## src/rtl/regfile_port_arbiter.sv

```systemverilog
// Write-port owner for the 16x32 register file: clears every register after reset,
// then arbitrates writeback, long-latency results and debug accesses onto port 0.
module regfile_port_arbiter #(
  parameter int NREG    = 16,
  parameter int AW      = 4,
  parameter int DW      = 32,
  parameter int MAXWAIT = 3
) (
  input  logic          clk,
  input  logic          rst,
  input  logic          wb_req,
  input  logic [AW-1:0] wb_adr,
  input  logic [DW-1:0] wb_data,
  output logic          wb_gnt,
  input  logic          lu_req,
  input  logic [AW-1:0] lu_adr,
  input  logic [DW-1:0] lu_data,
  output logic          lu_gnt,
  input  logic          dbg_req,
  input  logic          dbg_we,
  input  logic [AW-1:0] dbg_adr,
  input  logic [DW-1:0] dbg_wdata,
  output logic          dbg_ack,
  output logic [DW-1:0] dbg_rdata,
  input  logic [DW-1:0] rf_rdata0,
  output logic          rf_wr,
  output logic          rf_ce,
  output logic [AW-1:0] rf_rno0,
  output logic [DW-1:0] rf_din,
  output logic          busy
);

  localparam int WW = (MAXWAIT < 2) ? 1 : $clog2(MAXWAIT + 1);
  localparam logic [WW-1:0] WAIT_MAX = WW'(MAXWAIT);
  localparam logic [AW-1:0] CLR_LAST = AW'(NREG - 1);

  typedef enum logic [1:0] {S_RST, S_CLR, S_RUN, S_DACK} state_t;

  state_t        r_state;
  state_t        w_state_next;
  logic [AW-1:0] r_clr_cnt;
  logic [WW-1:0] r_wait_cnt;
  logic [DW-1:0] r_dbg_rdata;

  logic w_arb_en;
  logic w_lu_aged;
  logic w_gnt_wb;
  logic w_gnt_lu;
  logic w_gnt_dbg;

  // An aged long-latency result outranks writeback so it cannot starve.
  assign w_arb_en  = (r_state == S_RUN) || (r_state == S_DACK);
  assign w_lu_aged = lu_req && (r_wait_cnt == WAIT_MAX);
  assign w_gnt_lu  = w_arb_en && lu_req && (w_lu_aged || !wb_req);
  assign w_gnt_wb  = w_arb_en && wb_req && !w_lu_aged;
  assign w_gnt_dbg = (r_state == S_RUN) && dbg_req && !wb_req && !lu_req;

  always_ff @(posedge clk or posedge rst) begin
    if (rst) begin
      r_state <= S_RST;
    end else begin
      r_state <= w_state_next;
    end
  end

  always_comb begin
    w_state_next = r_state;
    case (r_state)
      S_RST:   w_state_next = S_CLR;
      S_CLR:   w_state_next = (r_clr_cnt == CLR_LAST) ? S_RUN : S_CLR;
      S_RUN:   w_state_next = w_gnt_dbg ? S_DACK : S_RUN;
      S_DACK:  w_state_next = S_RUN;
      default: w_state_next = S_RST;
    endcase
  end

  always_comb begin
    wb_gnt  = w_gnt_wb;
    lu_gnt  = w_gnt_lu;
    dbg_ack = (r_state == S_DACK);
    rf_wr   = 1'b0;
    rf_ce   = 1'b0;
    rf_rno0 = wb_adr;
    rf_din  = '0;
    busy    = 1'b0;
    case (r_state)
      S_RST: begin
        rf_rno0 = '0;
        busy    = 1'b1;
      end
      S_CLR: begin
        rf_wr   = 1'b1;
        rf_ce   = 1'b1;
        rf_rno0 = r_clr_cnt;
        busy    = 1'b1;
      end
      default: begin
        if (w_gnt_lu) begin
          rf_wr   = 1'b1;
          rf_ce   = 1'b1;
          rf_rno0 = lu_adr;
          rf_din  = lu_data;
        end else if (w_gnt_wb) begin
          rf_wr   = 1'b1;
          rf_ce   = 1'b1;
          rf_rno0 = wb_adr;
          rf_din  = wb_data;
        end else if (w_gnt_dbg) begin
          rf_wr   = dbg_we;
          rf_ce   = 1'b1;
          rf_rno0 = dbg_adr;
          rf_din  = dbg_we ? dbg_wdata : '0;
        end
      end
    endcase
  end

  assign dbg_rdata = r_dbg_rdata;

  // Debug read data is captured from read port 0 at the end of its grant cycle.
  always_ff @(posedge clk or posedge rst) begin
    if (rst) begin
      r_clr_cnt   <= '0;
      r_wait_cnt  <= '0;
      r_dbg_rdata <= '0;
    end else begin
      r_clr_cnt <= (r_state == S_CLR) ? r_clr_cnt + 1'b1 : '0;
      if ((r_state == S_RST) || !lu_req || lu_gnt) begin
        r_wait_cnt <= '0;
      end else if (r_wait_cnt != WAIT_MAX) begin
        r_wait_cnt <= r_wait_cnt + 1'b1;
      end
      if (w_gnt_dbg && !dbg_we) begin
        r_dbg_rdata <= rf_rdata0;
      end
    end
  end

endmodule

```

## config.mk

```make
export PLATFORM = sky130hd
export DESIGN_NAME = regfile_port_arbiter
export DESIGN_NICKNAME = d
export VERILOG_FILES = /design/src/rtl/regfile_port_arbiter.sv
export SDC_FILE = /design/constraint.sdc
export NUM_CORES = 1
export LEC_CHECK = 0
export ABC_AREA = 1
export CORE_MARGIN = 5
export CORE_UTILIZATION = 35
export CTS_CLUSTER_SIZE = 20
export DETAILED_ROUTE_END_ITERATION = 8
export PLACE_DENSITY = 0.88
export RECOVER_POWER = 50
export SYNTH_ARGS = -nofsm -noshare
export SYNTH_HDL_FRONTEND = slang
export SYNTH_SLANG_ARGS = --single-unit
export TNS_END_PERCENT = 10
```

## constraint.sdc

```tcl
create_clock -name clk -period 4.5 [get_ports clk]
set_input_delay 0.45 -clock clk [delete_from_list [all_inputs] [get_ports clk]]
set_output_delay 0.45 -clock clk [all_outputs]
set_load 0.005 [all_outputs]
```

==> results of run 1 <==
through the flow:
stage | power, mW | util, % | area, um^2 | cells | hold slack, ns
CTS | 1.24 | 68.0 | 4860 | 676 | 0.490
detailed placement | 0.917 | 66.3 | 4730 | 668 | 0.470
finish | 1.21 | 68.0 | 4850 | 676 | 0.482
floorplan | 0.580 | - | 2540 | 370 | 0.453
global route | 1.27 | 68.0 | 4850 | 676 | 0.519
global placement | 0.910 | 66.3 | 4730 | 668 | 0.462
final timing paths:
| kind | startpoint | end | slack [ns] | cells past startpoint |
|---|---|---|---|---|
| min reg2reg | dbg_rdata[16] | dbg_rdata[16] | 0.48 | 2 |
| max reg2reg | r_state[1] | dbg_rdata[12] | 2.36 | 6 |
| max | lu_req | rf_din[6] | 1.15 | 8 |
| max in group asynchronous | rst | r_wait_cnt[0] | 1.98 | 3 |
| min | dbg_rdata[16] | dbg_rdata[16] | 0.48 | 2 |
| min in group asynchronous | rst | dbg_rdata[30] | 1.34 | 3 |
synthesized netlist by cell type (all sizes together):
cell type,n
nand2,154
nand3,73
dfrtp,40
o21ai,39
buf,19
inv,18
nor2,13
clkbuf,5
nand4,3
ha,2
a21oi,1
o211ai,1
o31ai,1
xor2,1
layer usage:
layer	global-route usage, %	up-vias
li1	-	1614
met1	24.9	1513
met2	40.3	160
met3	8.05	12
met4	6.13	0
met5	0	-
power groups by stage:
stage	registers, mW	clock network [mW]	logic [mW]
2_1_floorplan	0.459	0	0.122
3_3_place_gp	0.454	0	0.456
3_5_place_dp	0.456	0	0.462
4_1_cts	0.452	0.321	0.465
5_1_grt	0.457	0.334	0.482
6_report	0.449	0.319	0.438
final cells by class:
cell class / count / area share [%]
repair buffers: 223 / 45.7
multi-input cells: 288 / 27.0
flip-flops and latches: 40 / 20.6
well taps: 99 / 2.55
clock buffers: 7 / 1.99
inverters: 18 / 1.44
clock inverters: 1 / 0.619
worst max-delay path: cells and delay by family:
kind	cells	cell delay [ns]
buffers and inverters	3	1.34
AND/OR/NAND/NOR	5	1.10
state kept, by name, summed over array words and instances, names as in the netlist:
register and flops:
dbg_rdata 32, r_state 2, r_wait_cnt 2, r_clr_cnt 4
cells by family after synthesis:
family | after synthesis | share of synthesized area (%)
and+or+nand+nor | 243 | 41.9
AOI/OAI and AO/OA | 42 | 8.49
buffers and inverters | 42 | 8.78
DFF | 40 | 39.5
adders and majority gates | 2 | 0.987
xor gates and xnor gates | 1 | 0.345
==> impl_summary.log, run 1 <==
[metrics] effective utilization at floorplan: 35.5%
[metrics] wire length per cell after detailed routing: 15.5 um
[metrics] Switching Fraction: 26.2%
[metrics] PD cells: 249 mW/mm^2
[metrics] pre-CTS setup slack: 1.14 ns
[metrics] run status: complete, but fails checks
[metrics] CP Capture Type: output port
[metrics] sink count of the clock tree: 40
[metrics] number of buffers created by CTS: 5
[metrics] cells along the critical path: clkdlybuf4s50_1 > nor2_4 > nand3_4 > nor2_2 > buf_4 > nand3_1 > nand3_1 > clkdlybuf4s50_1
[metrics] count of warnings emitted by yosys: 0
[metrics] PnR worst setup slack: 1.15 ns
[metrics] leading cell types in the layout, fill and taps excluded: 186 x sky130_fd_sc_hd__clkdlybuf4s50_1, 152 x sky130_fd_sc_hd__nand2_1, 72 x sky130_fd_sc_hd__nand3_1
[metrics] biggest area contributors in the synthesized netlist: sky130_fd_sc_hd__dfrtp_1 39%, sky130_fd_sc_hd__nand2_1 22%, sky130_fd_sc_hd__nand3_1 14%, sky130_fd_sc_hd__o21ai_0 4.3%, sky130_fd_sc_hd__o21ai_1 3.4%
[metrics] HPWL after detailed placement: 8.22 mm
[metrics] time the worst path needs with I/O delays and setup: 3.35 ns
[metrics] DR WL met2: 5.20 mm
[metrics] maximum fanout encountered on the critical timing path: 41
[metrics] Clk network pwr share: 26.5%
[metrics] max incr delay on CP: 0.51 ns
[metrics] proportion of power drawn by flip-flops and latches: 37.3%
[metrics] post-layout net count: 724
[metrics] antenna violation net count after detailed routing: 0
[metrics] number of ports placed on the die boundary: 220
[metrics] hold violation total from the final report: 0
[metrics] Initial DRC Count: 99
[metrics] TritonCTS clock tree: yes
[metrics] synthesized area: 0.00254 mm^2
[metrics] FF+latch count, synth: 40
[metrics] most common cell after layout, fill and taps aside: sky130_fd_sc_hd__clkdlybuf4s50_1
[metrics] arrival time at the worst endpoint: 2.90 ns
[metrics] average via count per standard cell: 4.88
[metrics] area delta synth->final: 91.2%
[metrics] total met3 wirelength after detailed routing: 1.33 mm
[metrics] wire length of the first global-routing pass: 16.1 mm
[metrics] via count: 3299
[metrics] number of distinct library cell variants in the gate-level netlist after synthesis: 24
[metrics] worst hold path class: reg2reg
[metrics] Worst path slowest cell: sky130_fd_sc_hd__clkdlybuf4s50_1
[metrics] via count of the first global-routing pass: 3266
[metrics] unrepaired setup endpoints after global routing: false
[metrics] Comb pwr share: 36.3%
[metrics] Avg Synthesized Cell Area: 6.85 um^2
[metrics] Tcrit/Tclk final: 74.6%
[metrics] Total GRT Usage: 22.5%
[metrics] relative max-transition margin: -37.3%
[metrics] share of final-layout standard cells stronger than drive strength 1: 3.64%
[metrics] peak ir drop on the vdd network: 0.306 mV
[metrics] WL met1: 3.73 mm
[metrics] final WL: 10.5 mm
[metrics] top routing layer in use: met4
[metrics] worst slew pin tran: 2.06 ns
[metrics] die span in y: 95.1 um
[metrics] gate count of the mapped netlist: 370
[metrics] Max clock buf depth: 2
[metrics] final weighted congestion in routability-driven placement: 0.865
[metrics] area enclosed by the die boundary: 0.00905 mm^2
[metrics] largest net degree at the start of global routing: 42
[metrics] number of pins exceeding their max-slew limit in the final report: 41
[metrics] fillers: 582
[metrics] largest area contributor in the netlist: sky130_fd_sc_hd__dfrtp_1
[metrics] antenna violations before repair: 0
[metrics] Crit path required time: 4.05 ns
[metrics] NetSw: 0.316 mW
[metrics] DRC violation count after routing: 0
[metrics] clock transition at the registers of the reported paths: 0.07 ns
[metrics] Setup Total Neg Slack: 0 ns
[metrics] total global routing overflow: 0
[metrics] die boundary width: 95.1 um
[metrics] area taken by flip-flops and latches: 0.00100 mm^2
[metrics] core region area: 0.00714 mm^2
[metrics] P_int: 0.890 mW
[metrics] startpoint types: primary input
[metrics] static leakage power: 2.19 nW
[metrics] max_cap viols: 1
[metrics] router iterations before antenna repair: 4
[metrics] final count of negative-setup-slack endpoints: 0
[metrics] Net Count, Synth: 518
[metrics] maximum level of the CTS H-tree: 2
[metrics] clock latency on the worst-skew pair: 0.28 ns
[metrics] area of the multi-input gates: 0.00131 mm^2
[metrics] share of synthesized area occupied by flip-flops and latches: 39.5%
[metrics] clock tree root driver cell: sky130_fd_sc_hd__clkbuf_8
[metrics] failing checks: max-capacitance violations, max-slew violations
[metrics] ANT cells: 0
[metrics] number of setup buffers added after CTS: 0
[metrics] # rows: 31
[metrics] classification of the worst setup path: in2out
[metrics] port buffer count: 219
[metrics] count of cells resized by post-cts repair: 0
[metrics] Post-CTS Hold Fix Bufs: 0
[metrics] Synth top area share: 39.5%
[metrics] Layout Skew: 0.00626 ns
[metrics] maximum achievable frequency: 298 MHz
No activity file was read; power rests on OpenSTA's default activity.
==> run 2, diff against run 1 <==
--- a/config.mk
+++ b/config.mk
@@ -7,10 +7,10 @@
 export LEC_CHECK = 0
 export ABC_AREA = 1
 export CORE_MARGIN = 5
-export CORE_UTILIZATION = 35
+export CORE_UTILIZATION = 29
 export CTS_CLUSTER_SIZE = 20
 export DETAILED_ROUTE_END_ITERATION = 8
-export PLACE_DENSITY = 0.88
+export PLACE_DENSITY = 0.78
 export RECOVER_POWER = 50
 export SYNTH_ARGS = -nofsm -noshare
 export SYNTH_HDL_FRONTEND = slang
==> constraint.sdc (replaced) <==
create_clock -name clk -period 2.88 [get_ports clk]
set_input_delay 0.288 -clock clk [delete_from_list [all_inputs] [get_ports clk]]
set_output_delay 0.288 -clock clk [all_outputs]
set_load 0.005 [all_outputs]
==> run 2 against run 1 <==
The flow now finishes without violations. Sequential power increased by 56%. Clock power rose by 43%. Setup slack got worse by 0.92 ns. Combinational power rose by 58%. Global-route usage decreased by 3.5 points. Hold slack barely moved. Critical path type is now reg2out. Critical endpoint is now rf_din[14]. Highest routed layer unchanged.
==> impl_summary.log, run 2 (synthesis results as in run 1) <==
[metrics] clock latency on the worst-skew pair: 0.29 ns
[metrics] launch point of the worst reg-to-reg path: r_state[1]
[metrics] total global routing overflow: 0
[metrics] run status: completed
[metrics] CP startpoint: r_wait_cnt[0]
[metrics] core region area: 0.00864 mm^2
[metrics] most common cell after layout, fill and taps aside: sky130_fd_sc_hd__clkdlybuf4s50_1
[metrics] Setup Total Neg Slack: 0 ns
[metrics] number of ports placed on the die boundary: 220
[metrics] max_cap viols: 0
[metrics] final weighted congestion in routability-driven placement: 0.822
[metrics] worst hold path class: reg2reg
[metrics] die span in y: 104 um
[metrics] # rows: 34
[metrics] effective utilization at floorplan: 29.4%
[metrics] maximum fanout encountered on the critical timing path: 21
[metrics] Register-to-Register Setup Slack: 0.88 ns
[metrics] router iterations before antenna repair: 4
[metrics] Layout Skew: 0.00680 ns
[metrics] largest net degree at the start of global routing: 41
[metrics] count of cells resized by post-cts repair: 0
[metrics] PnR worst setup slack: 0.223 ns
[metrics] Tcrit/Tclk final: 92.3%
[metrics] static leakage power: 2.20 nW
[metrics] number of buffers created by CTS: 5
[metrics] arrival time at the worst endpoint: 2.37 ns
[metrics] cells along the critical path: ha_1 > nand2_1 > nand2_2 > nor2_4 > buf_4 > nand2_1 > nand3_1 > clkdlybuf4s50_1
[metrics] maximum level of the CTS H-tree: 2
[metrics] average via count per standard cell: 4.70
[metrics] unrepaired setup endpoints after global routing: false
[metrics] Post-CTS Hold Fix Bufs: 0
[metrics] max incr delay on CP: 0.52 ns
[metrics] Initial DRC Count: 114
[metrics] clock tree root driver cell: sky130_fd_sc_hd__clkbuf_8
[metrics] wire length per cell after detailed routing: 15.4 um
[metrics] final WL: 10.6 mm
[metrics] Worst path slowest cell: sky130_fd_sc_hd__clkdlybuf4s50_1
[metrics] HPWL after detailed placement: 8.47 mm
[metrics] capture instance of the worst register-to-register path: dbg_rdata[30]
[metrics] Total GRT Usage: 19.0%
[metrics] final standard cell count with taps included and fillers excluded: 689
[metrics] capturing element of the worst setup path: rf_din[14]
[metrics] antenna violation net count after detailed routing: 0
[metrics] flip-flop count of the largest register after layout: 32
[metrics] sink count of the clock tree: 40
[metrics] cell count of the worst reg-to-reg path: 7
[metrics] classification of the worst setup path: reg2out
[metrics] ANT cells: 0
[metrics] wire length of the first global-routing pass: 16.9 mm
[metrics] share of final-layout standard cells stronger than drive strength 1: 4.48%
[metrics] pre-CTS setup slack: 0.277 ns
[metrics] clock transition at the registers of the reported paths: 0.08 ns
[metrics] number of setup buffers added after CTS: 0
[metrics] CP Capture Type: output port
[metrics] worst slew pin tran: 0.988 ns
[metrics] number of pins exceeding their max-slew limit in the final report: 0
[metrics] final count of negative-setup-slack endpoints: 0
[metrics] leading cell types in the layout, fill and taps excluded: 187 x sky130_fd_sc_hd__clkdlybuf4s50_1, 152 x sky130_fd_sc_hd__nand2_1, 72 x sky130_fd_sc_hd__nand3_1
[metrics] relative max-transition margin: 34.1%
[metrics] DRC violation count after routing: 0
[metrics] peak ir drop on the vdd network: 0.281 mV
[metrics] area enclosed by the die boundary: 0.0107 mm^2
[metrics] via count of the first global-routing pass: 3240
[metrics] post-layout net count: 728
[metrics] time the worst path needs with I/O delays and setup: 2.66 ns
[metrics] hold violation total from the final report: 0
[metrics] antenna violations before repair: 0
[metrics] PD cells: 378 mW/mm^2
[metrics] Crit path required time: 2.59 ns
[metrics] placed cells: 681
[metrics] maximum achievable frequency: 376 MHz
[metrics] startpoint types: flip-flop
[metrics] port buffer count: 219
[metrics] area delta synth->final: 92.8%
[metrics] TritonCTS clock tree: yes
[metrics] via count: 3239
[metrics] Max clock buf depth: 2
[metrics] Most common cell on crit path: sky130_fd_sc_hd__nand2_1
[metrics] die boundary width: 104 um
[run 2: cell types whose count changed in the layout (fill, tap and decap cells not counted), sizes merged]
cell,before,now
clkinv,0,1
dlygate4sd3,33,32
clkinvlp,0,1
clkdlybuf4s50,186,187
buf,3,7
clkbuf,8,6
[run 2: worst min-delay path by stage]
| stage | startpoint | end | slack (ns) | cells after the start |
|---|---|---|---|---|
| after floorplan | rf_rdata0[26] | dbg_rdata[26] | 0.40 | 2 |
| after global placement | dbg_rdata[17] | dbg_rdata[17] | 0.46 | 2 |
| after detailed placement | dbg_rdata[14] | dbg_rdata[14] | 0.47 | 2 |
| after CTS | rst | dbg_rdata[17] | 0.47 | 3 |
| after global routing | rf_rdata0[24] | dbg_rdata[24] | 0.52 | 3 |
| final | dbg_rdata[12] | dbg_rdata[12] | 0.48 | 2 |
[run 2: layer usage]
layer  track usage (%)  up-vias  part of all wire (%)
met1              22.3     1454                    39
met2              32.4      157                    49
met5                 0        -                     0
met3              6.90       11                    10
met4              5.25        0                   1.7
li1                  -     1617                     -
[run 2: per-stage QoR]
step / hold WS, ns / total power, mW / instance area (um^2) / utilization, %
floorplan: 0.405 / 0.907 / 2540 / -
global placement: 0.462 / 1.43 / 4780 / 55.4
detailed placement: 0.473 / 1.44 / 4780 / 55.4
CTS: 0.467 / 1.92 / 4890 / 56.7
global route: 0.519 / 1.96 / 4890 / 56.6
finish: 0.482 / 1.85 / 4890 / 56.6
[run 2: report_power, final]
part           internal [mW]  switching, mW  total (mW)  leakage (nW)
clock                  0.256          0.198       0.455        0.0541
sequential             0.654         0.0476       0.702         0.508
combinational          0.438          0.253       0.691          1.64
total                   1.35          0.499        1.85          2.20
[run 2: final cells by class]
cell class                 count  area (um^2)
fill                         814         3750
timing repair buffer         227         2260
multi-input combinational    288         1310
sequential                    40         1000
tap                          108          135
inverter                      18         70.1
clock buffer                   5         68.8
clock inverter                 3         42.5
[run 2: worst max-delay path: cells and delay by family (launching register included)]
family                     cells  cell delay [ns]
buffers and inverters          2             0.82
and+or+nand+nor                5             0.59
DFF                            1             0.40
adders and majority gates      1             0.25
==> run 3, diff against run 2 <==
--- a/config.mk
+++ b/config.mk
@@ -8,8 +8,10 @@
 export ABC_AREA = 1
 export CORE_MARGIN = 5
 export CORE_UTILIZATION = 29
+export CTS_CLUSTER_DIAMETER = 200
 export CTS_CLUSTER_SIZE = 20
 export DETAILED_ROUTE_END_ITERATION = 8
+export GPL_TIMING_DRIVEN = 0
 export PLACE_DENSITY = 0.78
 export RECOVER_POWER = 50
 export SYNTH_ARGS = -nofsm -noshare
==> run 3 against run 2 <==
The flow now finishes with violations (max-capacitance violations). Hold slack got worse by 0.0026 ns. Combinational power is 5.5% higher. Global-route usage increased by 0.38 points. Critical endpoint is now rf_din[17]. Utilization rose by 1.1 points. Critical path depth did not move.
==> impl_summary.log, run 3 (synthesis results as in run 1) <==
[metrics] fillers: 798
[metrics] relative max-transition margin: 0.571%
[metrics] average via count per standard cell: 4.77
[metrics] largest net degree at the start of global routing: 41
[metrics] area enclosed by the die boundary: 0.0107 mm^2
[metrics] Most common cell on crit path: sky130_fd_sc_hd__nand2_1
[metrics] flip-flop count of the largest register after layout: 32
[metrics] final count of negative-setup-slack endpoints: 0
[metrics] port buffer count: 218
[metrics] NetSw: 0.500 mW
[metrics] unrepaired setup endpoints after global routing: true
[metrics] final weighted congestion in routability-driven placement: 0.841
[metrics] startpoint types: flip-flop
[metrics] clock tree root driver cell: sky130_fd_sc_hd__clkbuf_8
[metrics] maximum fanout encountered on the critical timing path: 10
[metrics] Cell Area, Placed: 0.00485 mm^2
[metrics] worst hold path class: reg2reg
[metrics] count of cells resized by post-cts repair: 0
[metrics] arrival time at the worst endpoint: 2.40 ns
[metrics] via count: 3356
[metrics] wire length of the first global-routing pass: 17.4 mm
[metrics] maximum level of the CTS H-tree: 2
[metrics] Finished Cell Area: 0.00498 mm^2
[metrics] number of setup buffers added after CTS: 0
[metrics] final WL: 10.5 mm
[metrics] number of pins exceeding their max-slew limit in the final report: 0
[metrics] post-layout net count: 743
[metrics] Worst Hold Slack: 0.480 ns
[metrics] Setup Total Neg Slack: 0 ns
[metrics] clock transition at the registers of the reported paths: 0.08 ns
[metrics] core region area: 0.00864 mm^2
[metrics] worst slew pin tran: 1.49 ns
[metrics] time the worst path needs with I/O delays and setup: 2.69 ns
[metrics] DRC violation count after routing: 0
[metrics] Comb pwr share: 37.7%
[metrics] Worst path slowest cell: sky130_fd_sc_hd__clkdlybuf4s50_1
[metrics] Max clock buf depth: 2
[metrics] static leakage power: 2.21 nW
[metrics] hold violation total from the final report: 0
[metrics] Layout Skew: 0.00781 ns
[metrics] failing checks: max-capacitance violations
[metrics] area delta synth->final: 96.4%
[metrics] Crit path required time: 2.59 ns
[metrics] number of buffers created by CTS: 5
[metrics] wire length per cell after detailed routing: 14.9 um
[metrics] CP Capture Type: output port
[metrics] number of ports placed on the die boundary: 220
[metrics] Switching Fraction: 25.8%
[metrics] maximum achievable frequency: 372 MHz
[metrics] cells along the critical path: ha_1 > nand2_1 > nand2_2 > nor2_4 > clkbuf_1 > nand2_1 > nand3_1 > clkdlybuf4s50_1
[metrics] leading cell types in the layout, fill and taps excluded: 217 x sky130_fd_sc_hd__clkdlybuf4s50_1, 152 x sky130_fd_sc_hd__nand2_1, 72 x sky130_fd_sc_hd__nand3_1
[metrics] Post-CTS Hold Fix Bufs: 0
[metrics] gate family responsible for the most delay along the worst path: buffers and inverters
[metrics] Total GRT Usage: 19.3%
[metrics] P_int: 1.43 mW
[metrics] Initial DRC Count: 77
[metrics] most common cell after layout, fill and taps aside: sky130_fd_sc_hd__clkdlybuf4s50_1
[metrics] effective utilization at floorplan: 29.4%
[metrics] HPWL after detailed placement: 8.69 mm
[metrics] area of the multi-input gates: 0.00131 mm^2
[metrics] share of final-layout standard cells stronger than drive strength 1: 6.21%
[metrics] max_cap viols: 1
[metrics] run status: complete, but fails checks
[metrics] antenna violation net count after detailed routing: 0
[metrics] die boundary width: 104 um
[metrics] Tcrit/Tclk final: 93.3%
[metrics] clock latency on the worst-skew pair: 0.29 ns
[metrics] ANT cells: 0
[metrics] # rows: 34
[metrics] via count of the first global-routing pass: 3521
[metrics] peak ir drop on the vdd network: 0.341 mV
[metrics] TritonCTS clock tree: yes
[metrics] sink count of the clock tree: 40
[metrics] max incr delay on CP: 0.50 ns
[metrics] area taken by flip-flops and latches: 0.00100 mm^2
[metrics] die span in y: 104 um
[metrics] router iterations before antenna repair: 4
[metrics] Clk network pwr share: 25.9%
[metrics] proportion of power drawn by flip-flops and latches: 36.4%
[metrics] classification of the worst setup path: reg2out
[metrics] antenna violations before repair: 0
[metrics] crit path buf inv count: 2
[metrics] PD cells: 388 mW/mm^2
[metrics] total global routing overflow: 0
-- run 3: path summary, 6_finish.rpt --
kind	startpoint	end	slack, ns	depth (start not counted)
max in group asynchronous	rst	dbg_rdata[5]	1.13	2
setup / recovery	r_wait_cnt[0]	rf_din[17]	0.19	8
hold reg to reg	dbg_rdata[6]	dbg_rdata[6]	0.48	2
setup reg to reg	r_state[1]	dbg_rdata[7]	1.48	8
min in group asynchronous	rst	dbg_rdata[9]	0.88	2
hold / removal	dbg_rdata[6]	dbg_rdata[6]	0.48	2
-- run 3: layout make-up --
| class | count | area share (%) |
|---|---|---|
| Buffer | 24 | 3.09 |
| Clock buffer | 7 | 1.93 |
| Clock inverter | 1 | 0.603 |
| Inverter | 18 | 1.41 |
| Multi-Input combinational cell | 288 | 26.4 |
| Sequential cell | 40 | 20.1 |
| Tap cell | 108 | 2.71 |
| Timing Repair Buffer | 218 | 43.8 |
-- run 3: routing by layer --
layer	vias up	wire (um)	GRT usage, %
li1	1649	-	-
met2	165	5240	34.1
met1	1532	3950	21.7
met3	10	1250	8.21
met5	-	0	0
met4	0	87	3.84
-- run 3: power groups by stage --
| stage | combinational, mW | sequential (mW) | clock, mW |
|---|---|---|---|
| final | 0.729 | 0.704 | 0.501 |
| after global routing | 0.805 | 0.716 | 0.531 |
| after CTS | 0.741 | 0.705 | 0.512 |
| after detailed placement | 0.736 | 0.711 | 0 |
| after global placement | 0.725 | 0.709 | 0 |
| after floorplan | 0.190 | 0.717 | 0 |
-- run 3: stage by stage --
stage	power [mW]	std cells	setup WS [ns]	utilization [%]
3_3_place_gp	1.43	696	0.223	56.2
4_1_cts	1.96	704	0.101	57.7
3_5_place_dp	1.45	696	0.163	56.2
2_1_floorplan	0.907	370	1.24	-
5_1_grt	2.05	704	-0.0340	57.7
6_report	1.93	704	0.192	57.7
-- run 3: worst reg2reg max path: stages (launching register included) --
cell and delay, ns:
sky130_fd_sc_hd__dfrtp_1 0.35, sky130_fd_sc_hd__buf_6 0.14, sky130_fd_sc_hd__inv_4 0.06, sky130_fd_sc_hd__nor2_4 0.09
sky130_fd_sc_hd__nand3_4 0.12, sky130_fd_sc_hd__buf_6 0.18, sky130_fd_sc_hd__buf_6 0.14, sky130_fd_sc_hd__o21ai_1 0.15
sky130_fd_sc_hd__nand2_1 0.07
